**src/rtl/xadc_aux_scan_ctrl.sv**
```systemverilog
// Scans XADC VAUX0..3: drives the mux, waits for settle and EOC, reads each result over DRP into MEASURED_AUXk.
// A channel takes SETTLE_CYCLES+4 cycles with prompt responses; a missing EOC/DRDY times out and sets a sticky error.
module xadc_aux_scan_ctrl #(
  parameter int unsigned SETTLE_CYCLES  = 64,
  parameter int unsigned TIMEOUT_CYCLES = 1023,
  parameter logic [6:0]  DRP_BASE_ADDR  = 7'h10
) (
  input  logic        S_AXI_ACLK,
  input  logic        S_AXI_ARESETN,
  input  logic        scan_enable,
  input  logic        onehot_mux,
  input  logic        err_clr,
  input  logic        xadc_eoc,
  input  logic        drp_drdy,
  input  logic [15:0] drp_do,
  output logic        drp_den,
  output logic        drp_dwe,
  output logic [6:0]  drp_daddr,
  output logic [15:0] drp_di,
  output logic [3:0]  mux_sel,
  output logic [11:0] MEASURED_AUX0,
  output logic [11:0] MEASURED_AUX1,
  output logic [11:0] MEASURED_AUX2,
  output logic [11:0] MEASURED_AUX3,
  output logic        scan_done,
  output logic        busy,
  output logic        drp_timeout_err
);

  typedef enum logic [2:0] {
    IDLE,
    SETTLE,
    WAIT_EOC,
    DRP_REQ,
    DRP_WAIT,
    STORE
  } state_t;

  localparam logic [15:0] SETTLE_LOAD  = 16'(SETTLE_CYCLES - 1);
  localparam logic [15:0] TIMEOUT_LAST = 16'(TIMEOUT_CYCLES - 1);

  state_t      state;
  state_t      state_nxt;
  logic [1:0]  ch;
  logic [1:0]  ch_nxt;
  logic [15:0] settle_cnt;
  logic [15:0] wait_cnt;
  logic        to_hit;
  logic        store_en;
  logic        set_err;
  logic        unused_drp_lsbs;

  assign drp_dwe         = 1'b0;
  assign drp_di          = 16'h0000;
  assign unused_drp_lsbs = ^drp_do[3:0];
  assign to_hit          = (wait_cnt == TIMEOUT_LAST);

  // Held for the whole channel so the XADC keeps converting the selected input.
  always_comb begin
    mux_sel = 4'b0000;
    if (state != IDLE) begin
      mux_sel = onehot_mux ? (4'b0001 << ch) : {2'b00, ch};
    end
  end

  always_comb begin
    state_nxt = state;
    ch_nxt    = ch;
    store_en  = 1'b0;
    set_err   = 1'b0;
    case (state)
      IDLE: begin
        ch_nxt = 2'd0;
        if (scan_enable) state_nxt = SETTLE;
      end
      SETTLE: begin
        // EOCs seen here belong to the previous channel and are dropped.
        if (settle_cnt == 16'd0) state_nxt = WAIT_EOC;
      end
      WAIT_EOC: begin
        if (xadc_eoc) begin
          state_nxt = DRP_REQ;
        end else if (to_hit) begin
          set_err   = 1'b1;
          state_nxt = STORE;
        end
      end
      DRP_REQ: begin
        state_nxt = DRP_WAIT;
      end
      DRP_WAIT: begin
        if (drp_drdy) begin
          store_en  = 1'b1;
          state_nxt = STORE;
        end else if (to_hit) begin
          set_err   = 1'b1;
          state_nxt = STORE;
        end
      end
      STORE: begin
        if (scan_enable) begin
          ch_nxt    = ch + 2'd1;
          state_nxt = SETTLE;
        end else begin
          ch_nxt    = 2'd0;
          state_nxt = IDLE;
        end
      end
      default: begin
        ch_nxt    = 2'd0;
        state_nxt = IDLE;
      end
    endcase
  end

  always_ff @(posedge S_AXI_ACLK or negedge S_AXI_ARESETN) begin
    if (!S_AXI_ARESETN) begin
      state           <= IDLE;
      ch              <= 2'd0;
      settle_cnt      <= 16'd0;
      wait_cnt        <= 16'd0;
      drp_den         <= 1'b0;
      drp_daddr       <= 7'd0;
      scan_done       <= 1'b0;
      busy            <= 1'b0;
      drp_timeout_err <= 1'b0;
      MEASURED_AUX0   <= 12'd0;
      MEASURED_AUX1   <= 12'd0;
      MEASURED_AUX2   <= 12'd0;
      MEASURED_AUX3   <= 12'd0;
    end else begin
      state <= state_nxt;
      ch    <= ch_nxt;

      if (state != SETTLE) begin
        settle_cnt <= SETTLE_LOAD;
      end else if (settle_cnt != 16'd0) begin
        settle_cnt <= settle_cnt - 16'd1;
      end

      if (state_nxt != state) begin
        wait_cnt <= 16'd0;
      end else if (state == WAIT_EOC || state == DRP_WAIT) begin
        wait_cnt <= wait_cnt + 16'd1;
      end

      // Registered from next-state so these line up with the state they describe.
      drp_den   <= (state_nxt == DRP_REQ);
      drp_daddr <= (state_nxt == DRP_REQ) ? (DRP_BASE_ADDR + 7'(ch)) : 7'd0;
      scan_done <= (state_nxt == STORE) && (ch == 2'd3);
      busy      <= (state_nxt != IDLE);

      if (set_err) begin
        drp_timeout_err <= 1'b1;
      end else if (err_clr) begin
        drp_timeout_err <= 1'b0;
      end

      if (store_en) begin
        case (ch)
          2'd0:    MEASURED_AUX0 <= drp_do[15:4];
          2'd1:    MEASURED_AUX1 <= drp_do[15:4];
          2'd2:    MEASURED_AUX2 <= drp_do[15:4];
          default: MEASURED_AUX3 <= drp_do[15:4];
        endcase
      end
    end
  end

endmodule
```
**config.mk**
```make
export PLATFORM = sky130hd
export DESIGN_NAME = xadc_aux_scan_ctrl
export DESIGN_NICKNAME = d
export VERILOG_FILES = /design/src/rtl/xadc_aux_scan_ctrl.sv
export SDC_FILE = /design/constraint.sdc
export NUM_CORES = 1
export LEC_CHECK = 0
export CORE_UTILIZATION = 33
export DETAILED_ROUTE_END_ITERATION = 12
export PLACE_DENSITY = 0.6
export SETUP_SLACK_MARGIN = 0.2
export SYNTH_ARGS = -nofsm -noshare
export SYNTH_HDL_FRONTEND = slang
export SYNTH_SLANG_ARGS = --single-unit
```
**constraint.sdc**
```tcl
create_clock -name S_AXI_ACLK -period 3.6 [get_ports S_AXI_ACLK]
set_clock_uncertainty 0.05 [all_clocks]
set_input_delay 0.72 -clock S_AXI_ACLK [delete_from_list [all_inputs] [get_ports S_AXI_ACLK]]
set_output_delay 0.72 -clock S_AXI_ACLK [all_outputs]
set_load 0.05 [all_outputs]
```
Yosys cells after proc, flatten, opt, wreduce, memory -nomap -nowiden
Index checks and enable logic that the tools add are counted.

Register bits after elaboration: 95. Bits of input ports: 23. Output and inout bits: 80. Logic and storage cells: 73.

Add/subtract/negate cells: 4. Equality and inequality tests: 13. Shift operators: 1. Mux-type cells: 24. Bitwise logic cells: 1. Reduce and logical (&&, ||, !) cells: 17.

Operator list (count): 2-to-1 mux 16 bit (4); case mux 3 bit (6 select lines) (1); adder 16 x 1 -> 16 bit, second input constant (1); equality test 16 x 10 -> 1 bit, second input constant (1); zero test 16 bit (1); nonzero test 16 bit (1); subtractor 16 x 1 -> 16 bit, second input constant (1); 2-to-1 mux 3 bit (5); equality test 3 x 2 -> 1 bit, second input constant (3); equality test 3 bit, second input constant (3); 2-to-1 mux 1 bit (8); 2-to-1 mux 4 bit (2); AND reduction 2 bit (4); adder 5 x 2 -> 6 bit, first input constant (1); 2-to-1 mux 6 bit (1); nonzero test 2 bit (3); nonzero test 3 bit (2); equality test 2 bit, second input constant (2); case mux 2 bit (2 select lines) (1); OR reduction 4 bit (1); << shifter 1 x 2 -> 4 bit, first input constant (1); equality test 3 x 1 -> 1 bit, second input constant (1); zero test 3 bit (1); inequality test 3 x 1 -> 1 bit, second input constant (1); 10 further kinds (10).

Depth between registers and ports, before layout
Depth after elaboration: 6. Mapped depth: 9. Mapped depth without buffers: 7.

Worst setup path before layout
Ideal clock, no wire load.

Kind: reg-to-output. From: reg state[2]. To: out mux_sel[0]. Arrival time: 1645 ps. Required time: 2830 ps. Setup slack: 1185 ps. Stages on the path, launching flop included: 5. Path buffers: 2. Path through: dfrtp_1 > clkbuf_1 > clkbuf_1 > nor3_1 > nor2_1.

Longest elaborated chain between the ends: 2.

RTL lines: from (decl) (RTL line 42) `state_t state;`; from (signal assigned) (RTL line 132) `state <= state_nxt;`; nonzero test 3 bit (RTL line 61) `if (state != IDLE) begin`; 2-to-1 mux 4 bit (RTL line 61); to (decl) (RTL line 20) `output logic [3:0] mux_sel,`.

No other way between the ends.

Final worst setup path
From: reg state[0]. To: out mux_sel[3].

Same word-level chain as after synthesis.

==> run_results.csv <==
group,metric,value,unit
run_status,status,"finished clean",
cts,cts_buffers,9,
yosys,avgSynthCellArea,11.3,µm²
drt,viasPerCell,4.71,
drt,firstDrtPassIters,4,
run,cap_violations,0,
place,post-place-ws,512,ps
place,gp_congestion,0.769,
yosys,netlist_area,0.00430,mm²
cts,cts_resized,0,
timing,setup_viol,0,
timing,rsz0062_at_grt,"no",
timing,layout_min_cycle_time,3100,ps
drt,postRouteWirelength,9.17,mm
yosys,async_flop_share,100,%
timing,hold_violations,0,
finish,final_cell_mix,"dfrtp_1 (91), clkdlybuf4s50_1 (76), mux2_2 (48), nor2_1 (37), nand2_1 (25)",
setup_path,crit_path_max_fanout,19,
place,placed_cells,615,
yosys,synth-seq-cells,91,
setup_path,crit_required,2830,ps
setup_path,worstSetupPathType,"reg2out",
min_path,min_path_type,"in2async",
finish,antennaDiodeCount,0,
timing,drv_slew,0,
global_routing,antenna_found_initial,0,
die,fp.dieH,116,µm
finish,fin_nets,484,
finish,fill_cells,1208,
cts,cts_max_path_buffers,2,
yosys,synth_cell_types,41,
setup_path,slowest_stage,"clkdlybuf4s50_1",
global_routing,gr-total-overflow,0,
cts,clock-sinks,91,
timing,setup_ws,499,ps
yosys,ys_warn_count,0,
finish,finalNonFillerCells,631,
drt,drc,0,
die,io_pins,103,
yosys,syn_inst,379,
cts,htreeDepth,3,
drt,via_count,2974,
drt,initialDrtViolationCount,86,
timing,max_slew_margin,32.9,%
finish,syn_to_final_growth,27.6,%
power_and_ir_drop,p_per_area,425,mW/mm²
timing,clock.fmax,0.323,GHz
global_routing,grt_pass1_vias,2896,
yosys,synth_flop_cell,"dfrtp_1",
finish,multiInputGateArea,0.00184,mm²
yosys,synth_top_cell_by_area,"dfrtp_1",
yosys,synth-edff-count,0,
yosys,ys_seq_area_share,53.0,%
setup_path,cpPeakStageDelay,700,ps
cts,tritoncts,"done",
power_and_ir_drop,ir_drop,0.244,mV
setup_path,critPathTopFamily,"simple AND/OR/NAND/NOR gates",
setup_path,crit_buf_inv,1,
timing,tns,0,ps
setup_path,start_kind,"flop",
cts,clk_latency,340,ps
setup_path,cp.arrival,2330,ps
cts,post_cts_buffers,0,
timing,period_share,86.1,%
cts,cts_hold_buf,0,
finish,ff_latch_area,0.00228,mm²
global_routing,grt_usage,14.8,%
die,core_area,0.0127,mm²
finish,final_common_cell,"dfrtp_1",
yosys,synth_area_leaders,"dfrtp_1 (53%), mux2_2 (13%), buf_4 (3.8%), xnor2_1 (3.3%), nor2_1 (3.2%)",
yosys,synth_top_area_share,53.0,%
cts,cts_root_buf,"clkbuf_16",
timing,worstMarginPinSlew,998,ps
die,row_count,41,
drt,postRouteAntennaNets,0,
global_routing,grt_max_degree,66,
setup_path,crit_chain,"or3_1 > and3_1 > clkdlybuf4s50_1",
place,dp_hpwl,6.37,mm
power_and_ir_drop,power.leakage,2.47,nW
die,start_util,33.9,%
cts,clkTransAtPathRegs,60,ps
die,dieWidth,116,µm
global_routing,grt_pass1_wl,15.1,mm
drt,wl_per_cell,14.5,µm
place,portBuffers,77,
die,die_area,0.0135,mm²
finish,drive_gt1_share,16.3,%
timing,fin_hold_ws,419,ps
setup_path,crit_path_end_kind,"output pin",
[report_power, final]
part           switching [mW]  internal, mW  leakage (nW)
Sequential             0.0386          1.05          1.24
Clock                   0.410         0.613         0.149
Combinational           0.144        0.0704          1.08
[layout make-up]
class	instances	area share, %
well taps	172	3.93
clock buffers	9	4.11
repair buffers	80	14.4
multi-input cells	263	33.6
flip-flops and latches	91	41.5
clock inverters	7	1.83
inverters	9	0.616
[sequential cells by signal, indices dropped and copies added, names as in the netlist, 2 cells and up]
signal         count
MEASURED_AUX3     12
MEASURED_AUX1     12
MEASURED_AUX0     12
wait_cnt          16
drp_daddr          3
settle_cnt        16
state              3
MEASURED_AUX2     12
ch                 2
[metal layers]
metal / vias up / wire (µm) / track usage, %
li1: 1432 / - / -
met1: 1440 / 4100 / 18.7
met2: 91 / 4020 / 22.0
met3: 11 / 887 / 6.12
met4: 0 / 161 / 7.18
met5: - / 0 / 0
[cells in the mapped netlist (all sizes together) (4+ instances only)]
cell type and n:
nor2 38, nand4 7, inv 9, xnor2 16, nand2b 4, o21ai 7
clkbuf 12, o211ai 6, ha 7, or3 7, mux2 48, xor2 12
dfrtp 91, a211oi 5, and3 6, nand3 8, nor4 9, buf 24
nand2 25, a21oi 11, nor3 7
[per-stage QoR]
| stage | util (%) | area [µm²] | total power, mW |
|---|---|---|---|
| global placement | 40.7 | 5160 | 1.32 |
| finish | 43.3 | 5480 | 2.33 |
| CTS | 43.3 | 5480 | 2.36 |
| floorplan | - | 4370 | 1.27 |
| global route | 43.3 | 5480 | 2.43 |
| detailed placement | 40.7 | 5160 | 1.33 |
[cells by family after synthesis]
group	after synthesis	share of synthesized area (%)
compound gates	32	4.69
fa+ha+maj	7	2.04
mux	51	13.3
other cells	1	0.0873
buf+inv	45	5.91
flops	91	53.0
xor+xnor	28	5.71
simple gates	124	15.3
[final timing paths]
check                                    to  slack, ps        startpoint  cells after the start
min                        MEASURED_AUX0[7]        420     S_AXI_ARESETN                      1
min reg2reg                MEASURED_AUX0[7]        450  MEASURED_AUX0[7]                      1
max reg2reg                    wait_cnt[10]       1030       wait_cnt[0]                      7
max in group asynchronous      drp_daddr[1]       2360     S_AXI_ARESETN                      2
max                              mux_sel[3]        500          state[0]                      3
min in group S_AXI_ACLK    MEASURED_AUX0[7]        450  MEASURED_AUX0[7]                      1
No activity file was read; power rests on OpenSTA's default activity.
